--- config.mk ---
export PLATFORM = sky130hd
export DESIGN_NAME = serial_word_collector
export DESIGN_NICKNAME = d
export VERILOG_FILES = /design/src/rtl/serial_word_collector_pkg.sv /design/src/rtl/serial_word_collector_shift.sv /design/src/rtl/serial_word_collector.sv
export SDC_FILE = /design/constraint.sdc
export NUM_CORES = 1
export LEC_CHECK = 0
export CELL_PAD_IN_SITES_DETAIL_PLACEMENT = 1
export CELL_PAD_IN_SITES_GLOBAL_PLACEMENT = 1
export CORE_ASPECT_RATIO = 1.2
export CORE_UTILIZATION = 48
export DETAILED_ROUTE_END_ITERATION = 10
export PLACE_DENSITY_LB_ADDON = 0.1
export SKIP_LAST_GASP = 1
export SYNTH_ARGS = -nofsm -noshare
export SYNTH_HDL_FRONTEND = slang
export SYNTH_SLANG_ARGS = --single-unit
--- constraint.sdc ---
create_clock -name clk -period 2.9 [get_ports clk]
set_input_delay 0.58 -clock clk [delete_from_list [all_inputs] [get_ports clk]]
set_output_delay 0.58 -clock clk [all_outputs]
set_load 0.05 [all_outputs]
--- src/rtl/serial_word_collector_pkg.sv ---
// Shared types for the serial word collector: collector FSM states and
// status-bit positions within the sticky status output.
package serial_word_collector_pkg;

    typedef enum logic [0:0] {
        IDLE  = 1'b0,
        SHIFT = 1'b1
    } state_t;

    localparam int OVF  = 0;
    localparam int FERR = 1;

endpackage

--- src/rtl/serial_word_collector_shift.sv ---
// W-bit serial-in/parallel-out shift register. shifted_o is the value the
// register takes on this edge when shift_en_i is high.
module word_shift_reg #(
    parameter int W         = 31,
    parameter bit MSB_FIRST = 1'b1
) (
    input  logic         clk_i,
    input  logic         rstb_i,
    input  logic         shift_en_i,
    input  logic         bit_i,
    output logic [W-1:0] shifted_o
);

    logic [W-1:0] sr_q;
    logic [W-1:0] sr_d;

    // MSB-first pushes toward the top so the first bit ends in the MSB.
    always_comb begin
        if (MSB_FIRST) begin
            shifted_o = {sr_q[W-2:0], bit_i};
        end else begin
            shifted_o = {bit_i, sr_q[W-1:1]};
        end
        sr_d = shift_en_i ? shifted_o : sr_q;
    end

    always_ff @(posedge clk_i or negedge rstb_i) begin
        if (!rstb_i) begin
            sr_q <= '0;
        end else begin
            sr_q <= sr_d;
        end
    end

endmodule

--- src/rtl/serial_word_collector.sv ---
// Collects framed serial bits into W-bit words and presents them through a
// one-deep valid/ready holding register with sticky overflow/frame-error bits.
module serial_word_collector
    import serial_word_collector_pkg::*;
#(
    parameter int DATA_WIDTH = 32,
    parameter bit MSB_FIRST  = 1'b1
) (
    input  logic                  clk,
    input  logic                  rstb,
    input  logic                  atpg,
    input  logic                  i,
    input  logic                  a,
    input  logic                  c,
    input  logic                  r,
    input  logic                  clr,
    output logic [DATA_WIDTH-1:1] q,
    output logic                  o,
    output logic [1:0]            b
);

    localparam int W  = DATA_WIDTH - 1;
    localparam int CW = $clog2(W + 1);
    localparam logic [CW-1:0] LAST_CNT = CW'(W - 1);
    localparam logic [CW-1:0] ONE_CNT  = CW'(1);

    // Handshake: the word in q is taken on any edge where o=1 and r=1;
    // q never changes while o=1 and r=0.
    state_t        state_q, state_d;
    logic [CW-1:0] count_q, count_d;
    logic [W-1:0]  word_q, word_d;
    logic          valid_q, valid_d;
    logic [1:0]    status_q, status_d;

    logic          shift_en;
    logic [W-1:0]  sr_next;
    logic          word_done;
    logic          ovf_set;
    logic          ferr_set;
    logic          consume;

    word_shift_reg #(
        .W         (W),
        .MSB_FIRST (MSB_FIRST)
    ) u_shift (
        .clk_i      (clk),
        .rstb_i     (rstb),
        .shift_en_i (shift_en),
        .bit_i      (i),
        .shifted_o  (sr_next)
    );

    always_comb begin
        state_d   = state_q;
        count_d   = count_q;
        word_d    = word_q;
        valid_d   = valid_q;
        status_d  = status_q;
        shift_en  = 1'b0;
        word_done = 1'b0;
        ovf_set   = 1'b0;
        ferr_set  = 1'b0;
        consume   = valid_q & r;

        if (atpg) begin
            // Scan mode: free-running shift mirrored onto q, nothing pending.
            shift_en = 1'b1;
            state_d  = IDLE;
            count_d  = '0;
            valid_d  = 1'b0;
            word_d   = sr_next;
        end else begin
            case (state_q)
                IDLE: begin
                    if (a && c) begin
                        shift_en = 1'b1;
                        count_d  = ONE_CNT;
                        state_d  = SHIFT;
                    end
                end
                SHIFT: begin
                    if (a) begin
                        shift_en = 1'b1;
                        if (c) begin
                            ferr_set = 1'b1;
                            count_d  = ONE_CNT;
                        end else if (count_q == LAST_CNT) begin
                            word_done = 1'b1;
                            count_d   = '0;
                            state_d   = IDLE;
                        end else begin
                            count_d = count_q + 1'b1;
                        end
                    end
                end
                default: state_d = IDLE;
            endcase

            if (word_done) begin
                if (!valid_q || r) begin
                    word_d  = sr_next;
                    valid_d = 1'b1;
                end else begin
                    ovf_set = 1'b1;
                end
            end else if (consume) begin
                valid_d = 1'b0;
            end

            if (clr) begin
                status_d = '0;
            end
            if (ovf_set) begin
                status_d[OVF] = 1'b1;
            end
            if (ferr_set) begin
                status_d[FERR] = 1'b1;
            end
        end
    end

    always_ff @(posedge clk or negedge rstb) begin
        if (!rstb) begin
            state_q  <= IDLE;
            count_q  <= '0;
            word_q   <= '0;
            valid_q  <= 1'b0;
            status_q <= '0;
        end else begin
            state_q  <= state_d;
            count_q  <= count_d;
            word_q   <= word_d;
            valid_q  <= valid_d;
            status_q <= status_d;
        end
    end

    assign q = word_q;
    assign o = valid_q;
    assign b = status_q;

endmodule

==> results of run 1 <==
-- stage by stage --
stage / instances / utilization
after floorplan: 181 / -
after global placement: 297 / 0.585
after detailed placement: 297 / 0.585
after CTS: 313 / 0.624
after global routing: 313 / 0.624
final: 313 / 0.624
-- per-layer routing --
metal / vias to the layer above / share of wire
li1: 747 / -
met1: 852 / 0.45
met2: 35 / 0.50
met3: 10 / 0.032
met4: 0 / 0.018
met5: - / 0
-- final cells by class --
| cell class | instances | area share |
|---|---|---|
| Tap cell | 80 | 0.0278 |
| Inverter | 3 | 0.00312 |
| Multi-Input combinational cell | 100 | 0.299 |
| Clock inverter | 5 | 0.0226 |
| Timing Repair Buffer | 44 | 0.122 |
| Clock buffer | 11 | 0.0392 |
| Sequential cell | 70 | 0.486 |
-- worst paths after layout --
kind	endpoint	slack, ps	cells past startpoint
max	q[3]$_DFFE_PN0P_	660	5
min	state_q$_DFF_PN0_	310	1
max reg2reg	q[3]$_DFFE_PN0P_	660	5
min reg2reg	b[0]$_DFFE_PN0P_	520	2
max in group asynchronous	q[30]$_DFFE_PN0P_	1930	2
min in group clk	b[0]$_DFFE_PN0P_	520	2
-- state kept, by name, indices dropped and copies added, names as in the netlist --
signal        count
count_q           5
u_shift.sr_q     30
o                 1
b                 2
state_q           1
q                31
-- report_power, final --
part,internal (mW),switching [mW],leakage (nW)
combinational,0.733,0.925,0.658
clock,0.510,0.370,0.110
sequential,1.36,0.268,0.856
-- layout by cell type (no fill, tap or decap), types with 4 or more instances in the layout --
| master | n |
|---|---|
| dfrtp_1 | 70 |
| clkdlybuf4s50_1 | 40 |
| mux2_2 | 31 |
| mux2_4 | 30 |
| nand2_1 | 6 |
| a31oi_1 | 4 |
| clkbuf_8 | 10 |
-- cell families (layout without fill, tap and decap cells) --
| family | Yosys count | count (layout) | share of synthesized area |
|---|---|---|---|
| compound gates | 17 | 17 | 0.0431 |
| flops | 70 | 70 | 0.598 |
| mux | 61 | 61 | 0.273 |
| simple gates | 20 | 20 | 0.0435 |
| fa+ha+maj | 2 | 2 | 0.00853 |
| buf+inv | 11 | 63 | 0.0346 |
-- worst max-delay path, cell delays in order (launching register included) --
cell and delay, ps:
dfrtp_1 440, inv_1 110, ha_1 210, nand4_4 170, o41a_4 760, mux2_4 390
-- cell usage after synthesis, drive strengths merged --
cell type	instances
buf	6
nor2	1
nand4	3
nand3	3
nand2b	2
mux2	61
a21oi	3
nand4b	1
clkbuf	2
nor4bb	1
inv	3
o21ai	3
and2b	1
a41oi	2
nand2	6
ha	2
o2111ai	1
o41a	1
o31ai	2
or3	1
a31oi	4
dfrtp	70
and2	1
o2bb2ai	1
==> results.cfg, run 1 <==
[placement]
placed_area_mm2 = 0.00338
hpwl_um = 3690
dpl_worst_slack_ps = 427
globalplace.congestion = 0.775
portBuffers = 41

[logic_synthesis]
mappedNetlistArea_mm2 = 0.00293
yosysTopAreaCellShare = 0.598
syn_area_per_cell_um2 = 16.2
netlist_top_cells_area = dfrtp_1 (60%), mux2_4 (15%), mux2_2 (12%)
ys_seq_area_frac = 0.598
synth.distinct_cells = 29
syn_inst = 181
synth_largest_area_cell = dfrtp_1
yosys_register_bits = 70
synth_nets = 191
ys_warn_count = 0

[critical_path]
crit_required_ps = 3130
crit_fanout = 31
path_class = flip-flop to flip-flop
endpoint_kind = flip-flop
cp-start-kind = flip-flop
rr_startpoint = count_q[0]$_DFFE_PN0P_
crit_start = count_q[0]$_DFFE_PN0P_
worstPathArrival_ps = 2460

[global_route]
overflow = 0
grt_antenna_before_repair = 0
grt_pass1_wl_um = 9390
grt_max_degree = 39
grt_usage = 0.202
met2_usage = 0.324
top_usage_layer = met2
use_met3 = 0.0506
grt_use_met1 = 0.254
first_global_vias = 1836

[cells_and_area]
seq_area_mm2 = 0.00175
layout-drive-gt1-share = 0.356
postLayoutCellArea_mm2 = 0.00360
multi_input_area_mm2 = 0.00108
num-fill-cells = 551
antenna_cells = 0
finish.net_count = 238
syn_to_final_growth_pct = 23.0

[floorplanning]
pin_count = 42
start_util = 0.507
die_x_um = 73.3
die_area_mm2 = 0.00643
placeableCoreArea_mm2 = 0.00578
rows = 30
die_h_um = 87.6

[sta]
rsz0062_at_grt = no
holdWs_ps = 314
worst_pin_slew_ps = 774
setup_viol = 0
skew_ps = 8.26
hold_viol_final = 0
slew_headroom = 0.484
slew_viol_final = 0
fmax_mhz = 447
setup_slack_ps = 663
timing.final.crit_share = 0.771
period_minus_slack_ps = 2240
fin_setup_tns_ps = 0

[clocking]
clk_pin_slew_ps = 80
clock_latency_ps = 340
cts_made_buffers = 9
cts-htree-levels = 3
cts_root_buffer = clkbuf_8
cts_resized = 0
cts_buffer_depth = 2
cts_setup_buffers = 0
tritoncts = yes
cts_sinks = 70
cts_hold_buf = 0

[power]
p_per_area_mw_per_mm2 = 1150
power_mw = 4.16
ir_drop_mv = 0.609
leakage_nw = 1.62

[worst_hold_path]
hold_path.class = input pin to async pin

[route]
routedWlPerCell_um = 17.8
first_iter_violations = 78
via_per_inst = 5.25
dr.pass1.iters = 4
drc = 0
routed_wl_um = 5570
vias = 1644
ant_nets = 0

[outcome]
status = finished clean

[flow_run]
cap_violations = 0
No activity file was read; power rests on OpenSTA's default activity.
==> run 2: changes to the inputs <==
- CORE_UTILIZATION: 48 -> 41
- clock period: 2.9 -> 2 ns (I/O delays scaled with it)
==> run 2 against run 1 <==
Compared with the run above: first-iteration DRC count down 17%; combinational power grew 46%; critical path depth shrank 4; register-to-register slack got worse by 580 ps; global-route usage is 3.5 points lower; cell count grew 6.1%; clock skew decreased by 0.97 ps; clock power grew 39%; flip-flop and latch count did not move; core utilization is 7.9 points lower; critical endpoint is now q[10]; largest cell class unchanged; highest routed layer unchanged.
==> results.cfg, run 2 (same netlist as run 1, synthesis figures left out) <==
[critical_path]
path_class = flip-flop to output pin
crit_required_ps = 1600
cp_cell_sequence = clkdlybuf4s50_1
cp_slowest_stage_delay_ps = 820
worstPathArrival_ps = 1530
slowest_stage = clkdlybuf4s50_1
worst_r2r_path_depth = 6
crit_cells = 1
cpLargestDelayFamily = buffers and inverters
cp-start-kind = flip-flop
crit_fanout = 2
endpoint_kind = output pin
path_buf_inv = 1

[worst_hold_path]
hold_path.class = input pin to async pin

[cells_and_area]
multi_input_area_mm2 = 0.00108
syn_to_final_growth_pct = 27.4
layout-drive-gt1-share = 0.384
final_common_cell = dfrtp_1
finish.net_count = 250
most-common-layout-cells = dfrtp_1 (70), clkdlybuf4s50_1 (40), mux2_2 (31)
antenna_cells = 0
seq_area_mm2 = 0.00175
fin_util = 0.545
final_cell_count_no_fill = 332
num-fill-cells = 676
largest_reg_flops = 31

[placement]
portBuffers = 41
dpl_worst_slack_ps = -142
globalplace.congestion = 0.739
place_inst = 316
hpwl_um = 3810

[sta]
rsz0062_at_grt = no
timing.final.crit_share = 0.964
fmax_mhz = 519
setup_viol = 0
setup_slack_ps = 71.7
slew_headroom = 0.662
period_minus_slack_ps = 1930
fin_setup_tns_ps = 0
skew_ps = 7.28
hold_viol_final = 0
slew_viol_final = 0
worst_pin_slew_ps = 506

[outcome]
status = finished clean

[route]
first_iter_violations = 65
ant_nets = 0
via_per_inst = 5.05
routed_wl_um = 5610
routedWlPerCell_um = 16.9
dr.pass1.iters = 4
vias = 1678
drc = 0

[clocking]
cts_root_buffer = clkbuf_8
cts_setup_buffers = 0
cts_hold_buf = 0
cts_resized = 0
clk_pin_slew_ps = 70
tritoncts = yes
cts_sinks = 70
cts-htree-levels = 3
cts_buffer_depth = 2
clock_latency_ps = 330
cts_made_buffers = 9

[floorplanning]
die_h_um = 94.6
start_util = 0.428
die_x_um = 79.2
pin_count = 42
placeableCoreArea_mm2 = 0.00685
die_area_mm2 = 0.00749
rows = 33

[power]
p_per_area_mw_per_mm2 = 1610
leakage_nw = 1.70
power_mw = 6.01
ir_drop_mv = 0.744

[global_route]
grt_antenna_before_repair = 0
grt_usage = 0.167
overflow = 0
first_global_vias = 1860
grt_pass1_wl_um = 9340
grt_max_degree = 71

[flow_run]
cap_violations = 0
==> run 2: changes by cell type in the layout (fill, tap and decap cells not counted), sizes merged <==
cell,previous run,this run
buf,4,16
clkbuf,11,12
clkinv,1,2
clkinvlp,1,0
inv,4,3
==> run 2: area by class of cell <==
cell class / instances / area share
clock buffers: 12 / 0.0389
clock inverters: 4 / 0.0188
inverters: 3 / 0.00302
multi-input cells: 100 / 0.289
flip-flops and latches: 70 / 0.469
well taps: 87 / 0.0292
repair buffers: 56 / 0.152
==> run 2: report_power, final <==
part	switching [mW]	total [mW]	internal, mW
clock	0.485	1.22	0.734
combinational	1.35	2.43	1.08
sequential	0.390	2.36	1.97
==> run 2: final timing paths <==
kind	start	end	slack (ps)
max reg2reg	count_q[0]$_DFFE_PN0P_	q[19]$_DFFE_PN0P_	80
min in group clk	b[1]$_DFFE_PN0P_	b[1]$_DFFE_PN0P_	500
min reg2reg	b[1]$_DFFE_PN0P_	b[1]$_DFFE_PN0P_	500
min	rstb	q[17]$_DFFE_PN0P_	90
max in group asynchronous	rstb	u_shift.sr_q[0]$_DFFE_PN0P_	1610
max	q[10]$_DFFE_PN0P_	q[10]	70
==> run 2: through the flow <==
step	hold slack, ps	instance area (µm²)
after floorplan	104	2930
after global placement	449	3520
after detailed placement	461	3520
after CTS	94.2	3730
after global routing	109	3730
final	85.9	3730
==> run 2: routing by layer <==
metal / global-route usage / wire [µm] / vias to the layer above / share of wire
met5: 0 / 0 / - / 0
met4: 0.0727 / 74 / 0 / 0.013
met3: 0.0396 / 167 / 10 / 0.030
met2: 0.262 / 2900 / 40 / 0.52
met1: 0.220 / 2460 / 860 / 0.44
li1: - / - / 768 / -
==> run 3: changes to the inputs <==
- CAP_MARGIN: unset -> 15
- CORE_UTILIZATION: 41 -> 48
- clock period: 2 -> 2.3 ns (I/O delays scaled with it)
==> run 3 against run 2 <==
Compared with the run above: routed wire length fell by 1.6%; clock-buffer cell count fell by 3; largest power group unchanged; via count fell by 2.7%; design area fell by 2.8%; die area fell by 14%; sequential power fell by 14%; power fell by 15%; global-route usage rose by 3.0 points; largest cell class unchanged; sequential share of layout area rose by 1.4 points; non-clock buffer count fell by 9; cell count fell by 4.8%; setup slack improved by 120 ps.
==> results.cfg, run 3 (same netlist as run 1, synthesis figures left out) <==
[outcome]
status = finished clean

[placement]
hpwl_um = 3510
portBuffers = 41
globalplace.congestion = 0.699

[power]
ir_drop_mv = 0.931
p_per_area_mw_per_mm2 = 1410
leakage_nw = 1.63

[route]
first_iter_violations = 134
routedLengthMet1_um = 2410
ant_nets = 0
wl_met3_um = 199
drc = 0
highest_layer = met4
vias = 1632
routed_wl_um = 5520
routedWlPerCell_um = 17.5
dr.pass1.iters = 4
via_per_inst = 5.16
dr_wl_met2_um = 2820

[global_route]
grt_max_degree = 71
grt_pass1_wl_um = 9210
grt_antenna_before_repair = 0
overflow = 0
first_global_vias = 1821
grt_usage = 0.197

[clocking]
cts_setup_buffers = 0
cts_hold_buf = 0
clock_latency_ps = 340
cts_root_buffer = clkbuf_8
tritoncts = yes
cts_resized = 0
cts_sinks = 70
cts-htree-levels = 3
clk_pin_slew_ps = 80
cts_made_buffers = 9
cts_buffer_depth = 2

[cells_and_area]
fin_util = 0.628
final_common_cell = dfrtp_1
num-fill-cells = 545
layout-drive-gt1-share = 0.369
syn_to_final_growth_pct = 23.8
antenna_cells = 0
finish.net_count = 241
seq_area_mm2 = 0.00175
multi_input_area_mm2 = 0.00108
largest_reg_flops = 31
most-common-layout-cells = dfrtp_1 (70), clkdlybuf4s50_1 (40), mux2_2 (31)

[flow_run]
cap_violations = 0

[sta]
rsz0062_at_grt = no
slew_headroom = 0.617
slew_viol_final = 0
fmax_mhz = 475
period_minus_slack_ps = 2110
worst_pin_slew_ps = 567
hold_viol_final = 0
skew_ps = 9.97
holdWs_ps = 125
setup_viol = 0
timing.final.crit_share = 0.916
fin_setup_tns_ps = 0

[critical_path]
crit_fanout = 31
path_class = flip-flop to flip-flop
worstPathArrival_ps = 2320
cp_cell_sequence = inv_1 -> ha_1 -> nand4_4 -> o41a_4 -> buf_12 -> mux2_4
cp_slowest_stage_delay_ps = 510
rr_startpoint = count_q[0]$_DFFE_PN0P_
cp-start-kind = flip-flop
crit_start = count_q[0]$_DFFE_PN0P_
crit_required_ps = 2520
slowest_stage = o41a_4
endpoint_kind = flip-flop

[floorplanning]
placeableCoreArea_mm2 = 0.00578
die_x_um = 73.3
die_area_mm2 = 0.00643
rows = 30
pin_count = 42
die_h_um = 87.6
start_util = 0.507

[worst_hold_path]
hold_path.class = input pin to async pin
-- run 3: layout make-up --
class,count,share of cell area
Sequential cell,70,0.483
Multi-Input combinational cell,100,0.297
Timing Repair Buffer,47,0.134
Clock buffer,9,0.0341
Tap cell,80,0.0276
Clock inverter,7,0.0207
Inverter,3,0.00310
-- run 3: per-layer routing --
| metal | global-route usage | vias up |
|---|---|---|
| met5 | 0 | - |
| met1 | 0.249 | 834 |
| met4 | 0.103 | 0 |
| met2 | 0.308 | 38 |
| met3 | 0.0564 | 8 |
| li1 | - | 752 |
-- run 3: final timing paths --
path                                     endpoint  slack (ps)  depth (start not counted)
max in group asynchronous       q[27]$_DFFE_PN0P_        1860                          2
min in group clk                 b[0]$_DFFE_PN0P_         500                          2
worst max register to register  q[11]$_DFFE_PN0P_         190                          6
worst min register to register   b[0]$_DFFE_PN0P_         500                          2
worst min-delay path             b[1]$_DFFE_PN0P_         130                          2
worst max-delay path            q[11]$_DFFE_PN0P_         190                          6
-- run 3: metrics by stage --
| stage | cells | cell area, µm² | worst slack (ps) | total power [mW] |
|---|---|---|---|---|
| after CTS | 316 | 3630 | 198 | 5.19 |
| after floorplan | 181 | 2930 | 393 | 3.46 |
| after global placement | 300 | 3430 | 113 | 4.10 |
| after detailed placement | 300 | 3430 | 91.9 | 4.18 |
| final | 316 | 3630 | 193 | 5.12 |
| after global routing | 316 | 3630 | 120 | 5.36 |
-- run 3: worst max-delay path: cells and delay by family, from the launching register on --
| family | cells | cell delay (ps) |
|---|---|---|
| flops | 1 | 450 |
| mux | 1 | 320 |
| buf+inv | 2 | 310 |
| fa+ha+maj | 1 | 200 |
| simple gates | 1 | 180 |
| compound gates | 1 | 510 |
-- run 3: where the power goes --
group	total, mW	switching [mW]	leakage [nW]	internal [mW]
registers	2.04	0.332	0.856	1.71
logic	2.10	1.17	0.682	0.932
clock network	0.977	0.475	0.0914	0.502
